## config.mk

```make
export PLATFORM = sky130hd
export DESIGN_NAME = screen_fader
export DESIGN_NICKNAME = d
export VERILOG_FILES = /design/src/rtl/screen_fader.sv
export SDC_FILE = /design/constraint.sdc
export NUM_CORES = 1
export LEC_CHECK = 0
export BUFFER_PORTS_ARGS = -buffer_cell sky130_fd_sc_hd__clkbuf_2
export CAP_MARGIN = 20
export CORE_MARGIN = 2
export CORE_UTILIZATION = 45
export DETAILED_ROUTE_END_ITERATION = 8
export PLACE_DENSITY = 0.65
export SYNTH_ARGS = -nofsm -noshare
export SYNTH_HDL_FRONTEND = slang
export SYNTH_SLANG_ARGS = --single-unit
```

## constraint.sdc

```tcl
create_clock -name pclk -period 5.9 [get_ports pclk]
set_input_delay 0.59 -clock pclk [delete_from_list [all_inputs] [get_ports pclk]]
set_output_delay 0.59 -clock pclk [all_outputs]
set_load 0.02 [all_outputs]
```

## src/rtl/screen_fader.sv

```systemverilog
// screen_fader: scales the final VGA colour stream by a per-frame brightness
// level (0..16) and steps that level on fade-out / fade-in requests.
// Colour and both syncs share the same 2-cycle pipeline so they stay aligned.
// Optional build macro FADE_TINT_EN: fade towards TINT_RGB instead of black.
//
// state      | meaning
// BRIGHT     | idle at full brightness, level 16
// FADING_OUT | level steps down every FRAMES_PER_STEP frame ticks
// DARK       | idle fully faded, level 0
// FADING_IN  | level steps up every FRAMES_PER_STEP frame ticks
module screen_fader #(
  parameter int          FRAMES_PER_STEP = 4,
  parameter logic [11:0] TINT_RGB        = 12'h000
) (
  input  logic        pclk,
  input  logic        rst,
  input  logic        vsync_in,
  input  logic        hsync_in,
  input  logic [11:0] rgb_in,
  input  logic        fade_out_req,
  input  logic        fade_in_req,
  output logic        vsync_out,
  output logic        hsync_out,
  output logic [11:0] rgb_out,
  output logic [4:0]  level,
  output logic        busy,
  output logic        fade_done
);

  typedef enum logic [1:0] {
    BRIGHT     = 2'd0,
    FADING_OUT = 2'd1,
    DARK       = 2'd2,
    FADING_IN  = 2'd3
  } state_t;

  state_t      state_q;
  logic [4:0]  level_q;
  logic [7:0]  cnt_q;
  logic        fade_done_q;

  // Stage-1 sync registers double as the registered vsync used for edge detect.
  logic        vsync_s1_q, hsync_s1_q;
  logic        vsync_s2_q, hsync_s2_q;
  logic [8:0]  prod_d [3];
  logic [8:0]  prod_q [3];
  logic [11:0] rgb_q;

  logic tick;
  logic out_req;
  logic in_req;
  logic step;

  assign tick    = vsync_in & ~vsync_s1_q;
  // Conflicting simultaneous requests cancel each other.
  assign out_req = fade_out_req & ~fade_in_req;
  assign in_req  = fade_in_req & ~fade_out_req;
  assign step    = (cnt_q == 8'(FRAMES_PER_STEP - 1));

  // Fade sequencer: an accepted request wins over a frame tick in the same cycle.
  always_ff @(posedge pclk or posedge rst) begin
    if (rst) begin
      state_q     <= BRIGHT;
      level_q     <= 5'd16;
      cnt_q       <= 8'd0;
      fade_done_q <= 1'b0;
    end else begin
      fade_done_q <= 1'b0;
      case (state_q)
        BRIGHT: begin
          if (out_req) begin
            state_q <= FADING_OUT;
            cnt_q   <= 8'd0;
          end
        end
        FADING_OUT: begin
          if (in_req) begin
            state_q <= FADING_IN;
            cnt_q   <= 8'd0;
          end else if (tick) begin
            if (step) begin
              cnt_q <= 8'd0;
              if (level_q <= 5'd1) begin
                level_q     <= 5'd0;
                state_q     <= DARK;
                fade_done_q <= 1'b1;
              end else begin
                level_q <= level_q - 5'd1;
              end
            end else begin
              cnt_q <= cnt_q + 8'd1;
            end
          end
        end
        DARK: begin
          if (in_req) begin
            state_q <= FADING_IN;
            cnt_q   <= 8'd0;
          end
        end
        FADING_IN: begin
          if (out_req) begin
            state_q <= FADING_OUT;
            cnt_q   <= 8'd0;
          end else if (tick) begin
            if (step) begin
              cnt_q <= 8'd0;
              // A reversal can start at level 16, so saturate rather than compare for 15.
              if (level_q >= 5'd15) begin
                level_q     <= 5'd16;
                state_q     <= BRIGHT;
                fade_done_q <= 1'b1;
              end else begin
                level_q <= level_q + 5'd1;
              end
            end else begin
              cnt_q <= cnt_q + 8'd1;
            end
          end
        end
        default: state_q <= BRIGHT;
      endcase
    end
  end

  // Per-channel weighted products for pipeline stage 1 (max 240, fits 9 bits).
  always_comb begin
    for (int ch = 0; ch < 3; ch++) begin
`ifdef FADE_TINT_EN
      prod_d[ch] = 9'(rgb_in[ch*4 +: 4]) * 9'(level_q)
                 + 9'(TINT_RGB[ch*4 +: 4]) * 9'(5'd16 - level_q);
`else
      prod_d[ch] = 9'(rgb_in[ch*4 +: 4]) * 9'(level_q);
`endif
    end
  end

  // Two-stage colour/sync pipeline: products, then shifted result.
  always_ff @(posedge pclk or posedge rst) begin
    if (rst) begin
      vsync_s1_q <= 1'b0;
      hsync_s1_q <= 1'b0;
      vsync_s2_q <= 1'b0;
      hsync_s2_q <= 1'b0;
      rgb_q      <= 12'd0;
      for (int ch = 0; ch < 3; ch++) prod_q[ch] <= 9'd0;
    end else begin
      vsync_s1_q <= vsync_in;
      hsync_s1_q <= hsync_in;
      vsync_s2_q <= vsync_s1_q;
      hsync_s2_q <= hsync_s1_q;
      for (int ch = 0; ch < 3; ch++) begin
        prod_q[ch]         <= prod_d[ch];
        rgb_q[ch*4 +: 4]   <= 4'(prod_q[ch] >> 4);
      end
    end
  end

  assign vsync_out = vsync_s2_q;
  assign hsync_out = hsync_s2_q;
  assign rgb_out   = rgb_q;
  assign level     = level_q;
  assign busy      = (state_q == FADING_OUT) || (state_q == FADING_IN);
  assign fade_done = fade_done_q;

endmodule

```

# After elaboration in Yosys (flattened, before gate mapping)
# Cells that the tools add are included.
[classes]
n_addsub = 3
multipliers = 3
n_lt_le_gt_ge = 2
eq_ne = 18
n_mux = 36
bitwise = 6
reduce_logical = 6
[op_table]
columns = ["operator", "count"]
rows = [
  ["$mux 8", 6],
  ["$mux 5", 8],
  ["$pmux 8 s4", 1],
  ["$mul 4x5->8", 3],
  ["$mux 2", 10],
  ["$ne 3x3->1 const B", 6],
  ["$ne 2x2->1 const B", 8],
  ["$pmux 5 s2", 1],
  ["$add 8x1->8 const B", 1],
  ["$eq 8x2->1 const B", 1],
  ["$mux 1", 8],
  ["$pmux 2 s4", 1],
  ["$reduce_and 8->1", 1],
  ["$reduce_and 7->1", 1],
  ["$add 5x1->5 const B", 1],
  ["$ge 5x4->1 const B", 1],
  ["$le 5x1->1 const B", 1],
  ["$sub 5x1->5 const B", 1],
  ["$eq 2x2->1 const B", 2],
  ["$and 1x1->1", 3],
  ["$not 1->1", 3],
  ["$eq 2x1->1 const B", 1],
  ["$logic_not 2->1", 1],
  ["$pmux 1 s2", 1],
  ["other kinds (3)", 3],
]
[word_totals]
register_bits = 56
out_inout_bits = 21
elab_cells = 86

# Logic depth before layout (Yosys ltp)
# Gate-level depths: netlist (run 1).
[depth]
ltp_word = 6
mapped_depth = 13
depth_no_buf = 12

# Worst setup path before layout (run 1)
# No wires, ideal clock.
[synth_timing]
kind = "flip-flop to flip-flop"
start = "reg level_q[1], in the netlist level[1]"
end = "reg prod_q[16] (netlist bit)"
setup_time_ps = 125
t_arrival_ps = 3113
required_ps = 5775
setup_slack_ps = 2662
stages_incl_launch_ff = 14
path_buffers = 2
cell_sequence = "dfrtp_1 > clkbuf_1 > clkbuf_1 > and2_1 > fa_1 > inv_1 > fa_1 > inv_1 > ha_1 > nand4_1 > o211ai_1 > o21a_1 > nor2_1 > xnor2_1"
[synth_lines]
columns = ["element", "line", "source"]
rows = [
  ["from (decl)", "38", "logic [4:0] level_q;"],
  ["from (signal assigned)", "88", "level_q <= level_q - 5'd1;"],
  ["from (signal assigned)", "114", "level_q <= level_q + 5'd1;"],
  ["to (signal, indexed assignment)", "153", "prod_q[ch] <= prod_d[ch];"],
  ["to (decl)", "46", "logic [8:0] prod_q [3];"],
]

==> results.txt, run 1 <==
----------------------------------------------------
[Global route]
  Remaining global-route overflow ... 0
  Wire length of the first global-routing pass ... 10.7 mm
  Total global routing track utilization ... 17.1%
  Number of global-route vias before repair ... 2,415
  Antenna violations before repair ... 0
  Largest net degree at the start of global routing ... 45

[Route]
  Per-cell routed wire length ... 12.7 µm
  Total vias in the final route ... 2,336
  First DRT Iteration DRCs ... 118
  WL met2 ... 2.98 mm
  Routed length on met3 ... 265 µm
  Avg Vias per Cell ... 5.09
  # DRC ... 0
  DR top layer ... met4
  Number of routed nets with antenna violations ... 0
  First drt pass iteration count ... 4
  Metal-1 WL ... 2.51 mm
  WL final ... 5.83 mm

[Placement]
  Input/output buffers ... 38
  HPWL after detailed placement ... 4.35 mm
  Post-place instance area ... 3450 µm²
  RePlAce Congestion ... 0.787

[Clock tree]
  Clock insertion delay at the later pin of the skew report ... 0.30 ns
  Bufs on Longest Clock Path ... 2
  Cell at the root of the clock tree ... clkbuf_8
  H-Tree Level Count ... 2
  CTS sink count ... 44
  Hold-fix buffers, CTS ... 0
  Clock transition at the register clock pins on the worst setup and hold paths after CTS ... 0.08 ns
  Setup bufs post-CTS ... 0
  Num CTS Buffers ... 5
  Clock tree from TritonCTS ... built
  Post-cts sizing count ... 0

[Pwr]
  Net switching power ... 563 µW
  Design internal power ... 728 µW
  Largest voltage drop on the vdd net ... 0.142 mV
  Static Leakage ... 0.00177 µW
  Sequential Power Share ... 35.3%
  Power Total ... 1290 µW
  Switching Share ... 43.6%
  Part of the power in the clock network ... 14.1%
  Part of the power in combinational logic ... 50.6%
  Power per cell area ... 365 nW/µm²

[Floorplan]
  Horiz. Die Dim ... 88.2 µm
  Number of top-level pins ... 39
  DIE AREA ... 7790 µm²
  Initial Util ... 46.7%
  Vertical die dimension ... 88.2 µm
  Core Box Area ... 6830 µm²
  Number of placement rows ... 30

[Finish]
  Commonest non-fill, non-tap cells in the layout ... dfrtp_1, clkbuf_2, ha_1, nand2_1
  Cell area after layout ... 3540 µm²
  Post-layout net count ... 433
  Commonest non-fill, non-tap cell in the layout ... dfrtp_1
  Number of diodes added for antenna fixing ... 0
  Final core area utilization ... 51.8%
  Area Growth Syn to Fin ... 10.7%
  Share of post-route cells with drive strength above 1 ... 17.1%

[Synth]
  Post-synthesis sequential area ratio ... 34.5%
  Fraction of registers with async set or reset after synthesis ... 100%
  Count of distinct cell types in the synthesized netlist ... 46
  Count of warnings emitted by yosys ... 0
  Synth Register Bits ... 44
  Multiplexer area fraction after synthesis ... 1.68%
  Flip-flop cell with the highest count after synthesis ... dfrtp_1
  Mean cell area of the mapped netlist ... 9.76 µm²
  Dominant combinational cell family by area after synthesis ... adder cells
  Xor and xnor area share after synthesis ... 4.94%
  Area share of fa/ha/maj cells after synthesis ... 23.9%
  Count of flip-flops with a built-in enable after synthesis ... 0
  Syn Nets ... 397
  Synthesized-area fraction occupied by ao, oa, aoi and oai cells ... 9.52%
  Synthesized cell area ... 3190 µm²
  Cells after Synth ... 327
  Simple-Gate Fraction of Synth Area ... 20.6%

[Timing]
  Setup TNS Final ... 0 ns
  Max-slew violation total from the final report ... 0
  Worst slew margin relative to its limit ... 39.6%
  Worst-margin pin slew ... 0.904 ns
  Unrepaired setup endpoints after global routing ... false
  Number of hold violations in the final report ... 0
  Setup Viol. Count Final ... 0
  Worst Skew ... 0.00425 ns
  Ratio of final minimum period to clock period ... 55.5%
  Final worst path period need ... 3.27 ns
  Maximum clock rate ... 306 MHz
  Hold Worst Slack ... 0.351 ns

[Hold path]
  Hold Path Origin ... prod_q[22]$_DFF_PP0_
  Endpoint of the worst hold path ... rgb_out[0]$_DFF_PP0_
  Hold path cells ... 0
  Min-Delay Path Class ... flop to flop

[Worst setup path]
  CP startpoint kind ... flop
  Kind of critical path ... flop to flop
  Register-to-Register Path Depth ... 11
  Worst Path Arrival ... 3.45 ns
  Required time of the worst setup path ... 6.08 ns
  Worst-path fanout max ... 20
  Setup slack on the worst flop-to-flop path ... 2.63 ns
  Type of element capturing the critical path ... flop
  Source of the worst register-to-register timing path ... level[1]$_DFFE_PP0P_
  Capture instance of the worst register-to-register path ... prod_q[16]$_DFF_PP0_

[Run]
  MaxCap Viol Count ... 0

[Status]
  Result of the run ... finished, final reports clean

----------------------------------------------------
-- flip-flops by register name, indices dropped and copies added (netlist names) --
name and flops:
prod_q 12, rgb_out 12, cnt_q 8, level 5, state_q 2, fade_done 1, hsync_out 1, hsync_s1_q 1
vsync_out 1, vsync_s1_q 1
-- cell families (layout without fill, tap and decap cells) --
logic type | Yosys count | after routing
muxes | 5 | 5
buffers and inverters | 37 | 73
DFF | 44 | 44
and+or+nand+nor | 127 | 127
xor gates and xnor gates | 18 | 18
adders and majority gates | 52 | 52
AOI/OAI and AO/OA | 44 | 44
-- critical path: stages (launching register included) --
cell,delay (ns)
dfrtp_1,0.63
and2_1,0.31
fa_1,0.53
inv_1,0.05
fa_1,0.52
inv_1,0.05
ha_1,0.34
nand4_1,0.10
o211ai_1,0.29
o21a_1,0.17
nor2_1,0.05
xnor2_1,0.11
-- how the worst max path moves through the flow --
| stage | start | end | depth (start not counted) |
|---|---|---|---|
| floorplan | level[1]$_DFFE_PP0P_ | prod_q[16]$_DFF_PP0_ | 13 |
| global placement | level[1]$_DFFE_PP0P_ | prod_q[16]$_DFF_PP0_ | 11 |
| detailed placement | level[1]$_DFFE_PP0P_ | prod_q[16]$_DFF_PP0_ | 11 |
| CTS | level[1]$_DFFE_PP0P_ | prod_q[16]$_DFF_PP0_ | 11 |
| global route | level[1]$_DFFE_PP0P_ | prod_q[16]$_DFF_PP0_ | 11 |
| finish | level[1]$_DFFE_PP0P_ | prod_q[16]$_DFF_PP0_ | 11 |
-- synthesized netlist by cell type (6+ instances only) --
cell | n | area [µm²]
dfrtp_1 | 43 | 1080
xnor2_1 | 8 | 70.1
fa_1 | 15 | 300
ha_1 | 37 | 463
nand4_1 | 7 | 43.8
nor3_1 | 6 | 30.0
o21ai_0 | 13 | 65.1
inv_1 | 28 | 105
clkbuf_1 | 6 | 22.5
nor2_1 | 28 | 105
xor2_1 | 10 | 87.6
and2_1 | 28 | 175
nand2_1 | 34 | 128
a21oi_1 | 7 | 35.0
nand3_1 | 7 | 35.0
-- per-layer routing --
metal | global-route usage, % | vias to the layer above
li1 | - | 1167
met1 | 21.5 | 1119
met2 | 30.8 | 44
met3 | 2.43 | 6
met4 | 4.96 | 0
met5 | 0 | -
-- power by group through the flow --
stage                     Clock (µW)  Combinational (µW)  Sequential, µW
final                            182                 653             456
after detailed placement           0                 660             464
after CTS                        188                 663             458
after global routing             199                 762             472
after global placement             0                 643             460
after floorplan                    0                 499             464
-- through the flow --
stage | instances | setup slack, ns
floorplan | 327 | 2.66
global placement | 452 | 2.72
detailed placement | 452 | 2.63
CTS | 459 | 2.62
global route | 459 | 2.36
finish | 459 | 2.63
-- area by class of cell --
class | instances | area, µm²
inverter | 28 | 105
clock inverter | 2 | 12.5
fill | 674 | 3300
sequential | 44 | 1100
multi-input combinational | 246 | 1940
timing repair buffer | 38 | 190
tap | 96 | 120
clock buffer | 5 | 68.8
No activity file was read; power rests on OpenSTA's default activity.
==> run 2, diff against run 1 <==
- clock period: 5.9 -> 3.26 ns (I/O delays scaled with it)
==> results.txt, run 2 (same netlist as run 1, synthesis figures left out) <==
----------------------------------------------------
[Status]
  Result of the run ... finished, final reports clean (unchanged)

[Timing]
  Max-slew violation total from the final report ... 0 (unchanged)
  Unrepaired setup endpoints after global routing ... false (unchanged)
  Ratio of final minimum period to clock period ... 93.4% (was 55.5%)
  Setup Viol. Count Final ... 0 (unchanged)
  Setup TNS Final ... 0 ns (unchanged)
  Worst Skew ... 0.00500 ns (was 0.00425 ns)
  Final worst path period need ... 3.04 ns (was 3.27 ns)
  Worst slew margin relative to its limit ... 41.7% (was 39.6%)
  Number of hold violations in the final report ... 0 (unchanged)
  Worst-margin pin slew ... 0.873 ns (was 0.904 ns)
  Maximum clock rate ... 329 MHz (was 306 MHz)

[Finish]
  Post-layout net count ... 443 (was 433)
  Final core area utilization ... 52.9% (was 51.8%)
  Share of post-route cells with drive strength above 1 ... 19.3% (was 17.1%)
  Number of diodes added for antenna fixing ... 0 (unchanged)
  Count of filler cells inserted in the layout ... 659 (was 674)
  Area Growth Syn to Fin ... 13.2% (was 10.7%)
  Commonest non-fill, non-tap cells in the layout ... dfrtp_1, clkbuf_2, ha_1, nand2_1 (unchanged)
  Commonest non-fill, non-tap cell in the layout ... dfrtp_1 (unchanged)

[Floorplan]
  Core Box Area ... 6830 µm² (unchanged)
  Horiz. Die Dim ... 88.2 µm (unchanged)
  Vertical die dimension ... 88.2 µm (unchanged)
  Number of top-level pins ... 39 (unchanged)
  DIE AREA ... 7790 µm² (unchanged)
  Number of placement rows ... 30 (unchanged)
  Initial Util ... 46.7% (unchanged)

[Placement]
  HPWL after detailed placement ... 4.58 mm (was 4.35 mm)
  RePlAce Congestion ... 0.843 (was 0.787)
  Input/output buffers ... 38 (unchanged)

[Global route]
  Wire length of the first global-routing pass ... 10.4 mm (was 10.7 mm)
  Remaining global-route overflow ... 0 (unchanged)
  Total global routing track utilization ... 17.1% (about the same)
  Number of global-route vias before repair ... 2,389 (was 2,415)
  Antenna violations before repair ... 0 (unchanged)
  Largest net degree at the start of global routing ... 45 (unchanged)

[Worst setup path]
  Required time of the worst setup path ... 3.44 ns (was 6.08 ns)
  Kind of critical path ... flop to flop (unchanged)
  Worst Path Arrival ... 3.23 ns (was 3.45 ns)
  Setup slack on the worst flop-to-flop path ... 0.22 ns (was 2.63 ns)
  Type of element capturing the critical path ... flop (unchanged)
  Worst-path fanout max ... 12 (was 20)
  Worst path max stage delay ... 0.53 ns (was 0.63 ns)
  Cell Chain, Critical Path ... and2_1, fa_1, inv_1, fa_1, inv_1, ha_1, nand4_1, o211ai_1, o21a_1, nor2_1, xnor2_1 (unchanged)
  Register-to-Register Path Depth ... 11 (unchanged)
  CP max stage cell ... fa_1 (was dfrtp_1)
  Source of the worst register-to-register timing path ... level[1]$_DFFE_PP0P_ (unchanged)
  Critical path launch point ... level[1]$_DFFE_PP0P_ (unchanged)
  Capture instance of the worst register-to-register path ... prod_q[7]$_DFF_PP0_ (was prod_q[16]$_DFF_PP0_)
  CP startpoint kind ... flop (unchanged)

[Clock tree]
  H-Tree Level Count ... 2 (unchanged)
  Clock tree from TritonCTS ... built (unchanged)
  Post-cts sizing count ... 0 (unchanged)
  Setup bufs post-CTS ... 0 (unchanged)
  Clock insertion delay at the later pin of the skew report ... 0.29 ns (was 0.30 ns)
  Clock transition at the register clock pins on the worst setup and hold paths after CTS ... 0.08 ns (about the same)
  Num CTS Buffers ... 5 (unchanged)
  Hold-fix buffers, CTS ... 0 (unchanged)
  Bufs on Longest Clock Path ... 2 (unchanged)
  Cell at the root of the clock tree ... clkbuf_8 (unchanged)
  CTS sink count ... 44 (unchanged)

[Route]
  Total vias in the final route ... 2,372 (was 2,336)
  WL final ... 5.94 mm (was 5.83 mm)
  First DRT Iteration DRCs ... 61 (was 118)
  Avg Vias per Cell ... 5.05 (was 5.09)
  Number of routed nets with antenna violations ... 0 (unchanged)
  Per-cell routed wire length ... 12.6 µm (was 12.7 µm)
  # DRC ... 0 (unchanged)
  First drt pass iteration count ... 4 (unchanged)

[Pwr]
  Part of the power in combinational logic ... 53.2% (was 50.6%)
  Part of the power in the clock network ... 13.9% (was 14.1%)
  Largest voltage drop on the vdd net ... 0.233 mV (was 0.142 mV)
  Power per cell area ... 661 nW/µm² (was 365 nW/µm²)
  Sequential Power Share ... 32.8% (was 35.3%)
  Static Leakage ... 0.00183 µW (was 0.00177 µW)
  Switching Share ... 42.9% (was 43.6%)
  Net switching power ... 1030 µW (was 563 µW)
  Power Total ... 2390 µW (was 1290 µW)
  Design internal power ... 1360 µW (was 728 µW)

[Hold path]
  Hold Path Origin ... hsync_in (was prod_q[22]$_DFF_PP0_)
  Min-Delay Path Class ... primary input to flop (was flop to flop)
  Endpoint of the worst hold path ... hsync_s1_q$_DFF_PP0_ (was rgb_out[0]$_DFF_PP0_)
  Hold path cells ... 1 (was 0)

[Run]
  MaxCap Viol Count ... 0 (unchanged)

----------------------------------------------------
[run 2: changes by cell type in the layout (fill, tap and decap cells not counted), sizes merged]
cell | before | now
buf | 0 | 10
clkbuf | 43 | 44
[run 2: worst max-delay path by stage]
stage | end | depth (start not counted) | slack [ns]
detailed placement | prod_q[7]$_DFF_PP0_ | 11 | 0.19
global route | prod_q[7]$_DFF_PP0_ | 11 | 0.04
finish | prod_q[7]$_DFF_PP0_ | 11 | 0.22
global placement | prod_q[7]$_DFF_PP0_ | 11 | 0.31
floorplan | prod_q[16]$_DFF_PP0_ | 13 | 0.02
CTS | prod_q[7]$_DFF_PP0_ | 11 | 0.18
[run 2: critical path, delay by kind of cell, from the launching register on]
kind / cells / cell delay (ns)
xor gates and xnor gates: 1 / 0.11
buffers and inverters: 2 / 0.09
DFF: 1 / 0.51
AOI/OAI and AO/OA: 2 / 0.44
adders and majority gates: 3 / 1.40
and+or+nand+nor: 3 / 0.39
[run 2: metrics by stage]
step,cell area (µm²),setup slack (ns),hold WS (ns),cells
floorplan,3190,0.0222,0.331,327
global placement,3530,0.305,0.331,462
detailed placement,3530,0.190,0.336,462
CTS,3610,0.185,0.132,470
global route,3610,0.0386,0.120,470
finish,3610,0.216,0.138,470
[run 2: per-layer routing]
| layer | track usage (%) | vias up | part of all wire [%] |
|---|---|---|---|
| li1 | - | 1186 | - |
| met1 | 20.2 | 1143 | 45 |
| met2 | 31.3 | 38 | 50 |
| met3 | 3.45 | 5 | 3.9 |
| met4 | 5.23 | 0 | 0.99 |
| met5 | 0 | - | 0 |
[run 2: cell type report]
cell class              instances  area (µm²)  share of cell area (%)
clock buffers                   6        72.6                    2.01
clock inverters                 2        12.5                   0.346
inverters                      28         105                    2.91
multi-input cells             246        1940                    53.6
flip-flops and latches         44        1100                    30.5
well taps                      96         120                    3.32
repair buffers                 48         265                    7.34
[run 2: power groups by stage]
stage / registers (µW) / logic (µW) / clock network (µW)
floorplan: 839 / 902 / 0
global placement: 795 / 1250 / 0
detailed placement: 799 / 1290 / 0
CTS: 787 / 1290 / 350
global route: 806 / 1460 / 376
finish: 784 / 1270 / 333
==> run 3, diff against run 2 <==
- CORE_MARGIN: 2 -> 3
==> results.txt, run 3 (same netlist as run 1, synthesis figures left out) <==
----------------------------------------------------
[Timing]
  Worst-margin pin slew ... 0.898 ns (was 0.873 ns)
  Unrepaired setup endpoints after global routing ... false (unchanged)
  Setup TNS Final ... 0 ns (unchanged)
  Final worst path period need ... 3.06 ns (was 3.04 ns)
  Maximum clock rate ... 327 MHz (was 329 MHz)
  Worst Skew ... 0.00978 ns (was 0.00500 ns)
  Number of hold violations in the final report ... 0 (unchanged)
  Setup Viol. Count Final ... 0 (unchanged)
  Ratio of final minimum period to clock period ... 93.9% (was 93.4%)
  Hold Worst Slack ... 0.135 ns (was 0.138 ns)
  Max-slew violation total from the final report ... 0 (unchanged)
  Worst slew margin relative to its limit ... 40.0% (was 41.7%)

[Floorplan]
  Vertical die dimension ... 90.2 µm (was 88.2 µm)
  Core Box Area ... 6830 µm² (unchanged)
  Number of placement rows ... 30 (unchanged)
  DIE AREA ... 8140 µm² (was 7790 µm²)
  Horiz. Die Dim ... 90.2 µm (was 88.2 µm)
  Number of top-level pins ... 39 (unchanged)
  Initial Util ... 46.7% (unchanged)

[Finish]
  Commonest non-fill, non-tap cells in the layout ... dfrtp_1, clkbuf_2, ha_1, nand2_1 (unchanged)
  Area Growth Syn to Fin ... 14.1% (was 13.2%)
  Post-layout net count ... 442 (was 443)
  Cell area after layout ... 3640 µm² (was 3610 µm²)
  Number of diodes added for antenna fixing ... 0 (unchanged)
  Commonest non-fill, non-tap cell in the layout ... dfrtp_1 (unchanged)
  Share of post-route cells with drive strength above 1 ... 19.3% (about the same)
  Final cell count without fillers ... 469 (was 470)

[Route]
  Number of routed nets with antenna violations ... 0 (unchanged)
  First drt pass iteration count ... 4 (unchanged)
  First DRT Iteration DRCs ... 91 (was 61)
  WL final ... 6.23 mm (was 5.94 mm)
  Total vias in the final route ... 2,416 (was 2,372)
  Avg Vias per Cell ... 5.15 (was 5.05)
  # DRC ... 0 (unchanged)
  Per-cell routed wire length ... 13.3 µm (was 12.6 µm)

[Worst setup path]
  Worst path max stage delay ... 0.52 ns (was 0.53 ns)
  Cell Chain, Critical Path ... buf_4, nand2_1, fa_1, inv_1, fa_1, ha_1, nand4_1, o211ai_1, o21a_1, nor2_1, xnor2_1 (was and2_1, fa_1, inv_1, fa_1, inv_1, ha_1, nand4_1, o211ai_1, o21a_1, nor2_1, xnor2_1)
  Type of element capturing the critical path ... flop (unchanged)
  Most Frequent Cell on Critical Path ... fa_1
  Family with the most delay on the worst path ... adder cells (unchanged)
  Worst Path Arrival ... 3.24 ns (was 3.23 ns)
  CP max stage cell ... dfrtp_1 (was fa_1)
  Required time of the worst setup path ... 3.44 ns (about the same)
  Setup slack on the worst flop-to-flop path ... 0.20 ns (was 0.22 ns)
  Buffering stage count on the worst path with inverters included ... 2 (unchanged)
  Worst-path fanout max ... 10 (was 12)
  CP startpoint kind ... flop (unchanged)
  Kind of critical path ... flop to flop (unchanged)

[Clock tree]
  Post-cts sizing count ... 0 (unchanged)
  Num CTS Buffers ... 5 (unchanged)
  Setup bufs post-CTS ... 0 (unchanged)
  Bufs on Longest Clock Path ... 2 (unchanged)
  Hold-fix buffers, CTS ... 0 (unchanged)
  Clock tree from TritonCTS ... built (unchanged)
  H-Tree Level Count ... 2 (unchanged)
  Clock insertion delay at the later pin of the skew report ... 0.30 ns (was 0.29 ns)
  Cell at the root of the clock tree ... clkbuf_8 (unchanged)
  CTS sink count ... 44 (unchanged)
  Clock transition at the register clock pins on the worst setup and hold paths after CTS ... 0.09 ns (was 0.08 ns)

[Global route]
  Largest net degree at the start of global routing ... 45 (unchanged)
  Antenna violations before repair ... 0 (unchanged)
  Wire length of the first global-routing pass ... 11.1 mm (was 10.4 mm)
  Remaining global-route overflow ... 0 (unchanged)
  Total global routing track utilization ... 16.4% (was 17.1%)
  Number of global-route vias before repair ... 2,425 (was 2,389)

[Pwr]
  Power per cell area ... 692 nW/µm² (was 661 nW/µm²)
  Static Leakage ... 0.00184 µW (was 0.00183 µW)
  Part of the power in combinational logic ... 51.6% (was 53.2%)
  Switching Share ... 42.0% (was 42.9%)
  Net switching power ... 1060 µW (was 1030 µW)
  Part of the power in the clock network ... 17.6% (was 13.9%)
  Design internal power ... 1460 µW (was 1360 µW)
  Largest voltage drop on the vdd net ... 0.339 mV (was 0.233 mV)
  Sequential Power Share ... 30.8% (was 32.8%)

[Run]
  MaxCap Viol Count ... 0 (unchanged)

[Placement]
  Number of placed instances, taps included ... 461 (was 462)
  Post-place instance area ... 3520 µm² (was 3530 µm²)
  HPWL after detailed placement ... 4.87 mm (was 4.58 mm)
  RePlAce Congestion ... 0.860 (was 0.843)
  Input/output buffers ... 38 (unchanged)

[Hold path]
  Min-Delay Path Class ... primary input to flop (unchanged)

[Status]
  Result of the run ... finished, final reports clean (unchanged)

----------------------------------------------------
## run 3: metrics by stage
stage | util (%) | setup slack, ns | total power [µW]
6_report | 53.3 | 0.198 | 2520
3_3_place_gp | 51.6 | 0.294 | 2050
5_1_grt | 53.3 | 0.0178 | 2750
4_1_cts | 53.3 | 0.216 | 2550
3_5_place_dp | 51.6 | 0.225 | 2090
2_1_floorplan | - | 0.0222 | 1740
## run 3: final timing paths
| kind | startpoint | cells past startpoint | to |
|---|---|---|---|
| max reg2reg | level[1]$_DFFE_PP0P_ | 11 | prod_q[25]$_DFF_PP0_ |
| max in group asynchronous | rst | 2 | cnt_q[7]$_DFFE_PP0P_ |
| min reg2reg | hsync_s1_q$_DFF_PP0_ | 0 | hsync_out$_DFF_PP0_ |
| min in group asynchronous | rst | 2 | rgb_out[11]$_DFF_PP0_ |
| max | level[1]$_DFFE_PP0P_ | 11 | prod_q[25]$_DFF_PP0_ |
| min | hsync_in | 1 | hsync_s1_q$_DFF_PP0_ |
## run 3: area by class of cell
cell class | count | area, µm²
inverter | 28 | 105
clock buffer | 6 | 82.6
clock inverter | 2 | 38.8
tap | 96 | 120
fill | 628 | 3190
multi-input combinational | 246 | 1940
sequential | 44 | 1100
timing repair buffer | 47 | 258
## run 3: power by group through the flow
stage | logic (µW) | registers [µW] | clock network [µW]
after global routing | 1470 | 795 | 485
after detailed placement | 1300 | 792 | 0
after CTS | 1320 | 781 | 456
after floorplan | 902 | 839 | 0
after global placement | 1260 | 785 | 0
final | 1300 | 777 | 444
## run 3: metal layers
metal | up-vias | GRT usage (%) | wire length [µm]
met3 | 4 | 2.68 | 243
li1 | 1189 | - | -
met2 | 55 | 28.4 | 3100
met1 | 1168 | 21.1 | 2820
met4 | 0 | 4.72 | 68
met5 | - | 0 | 0
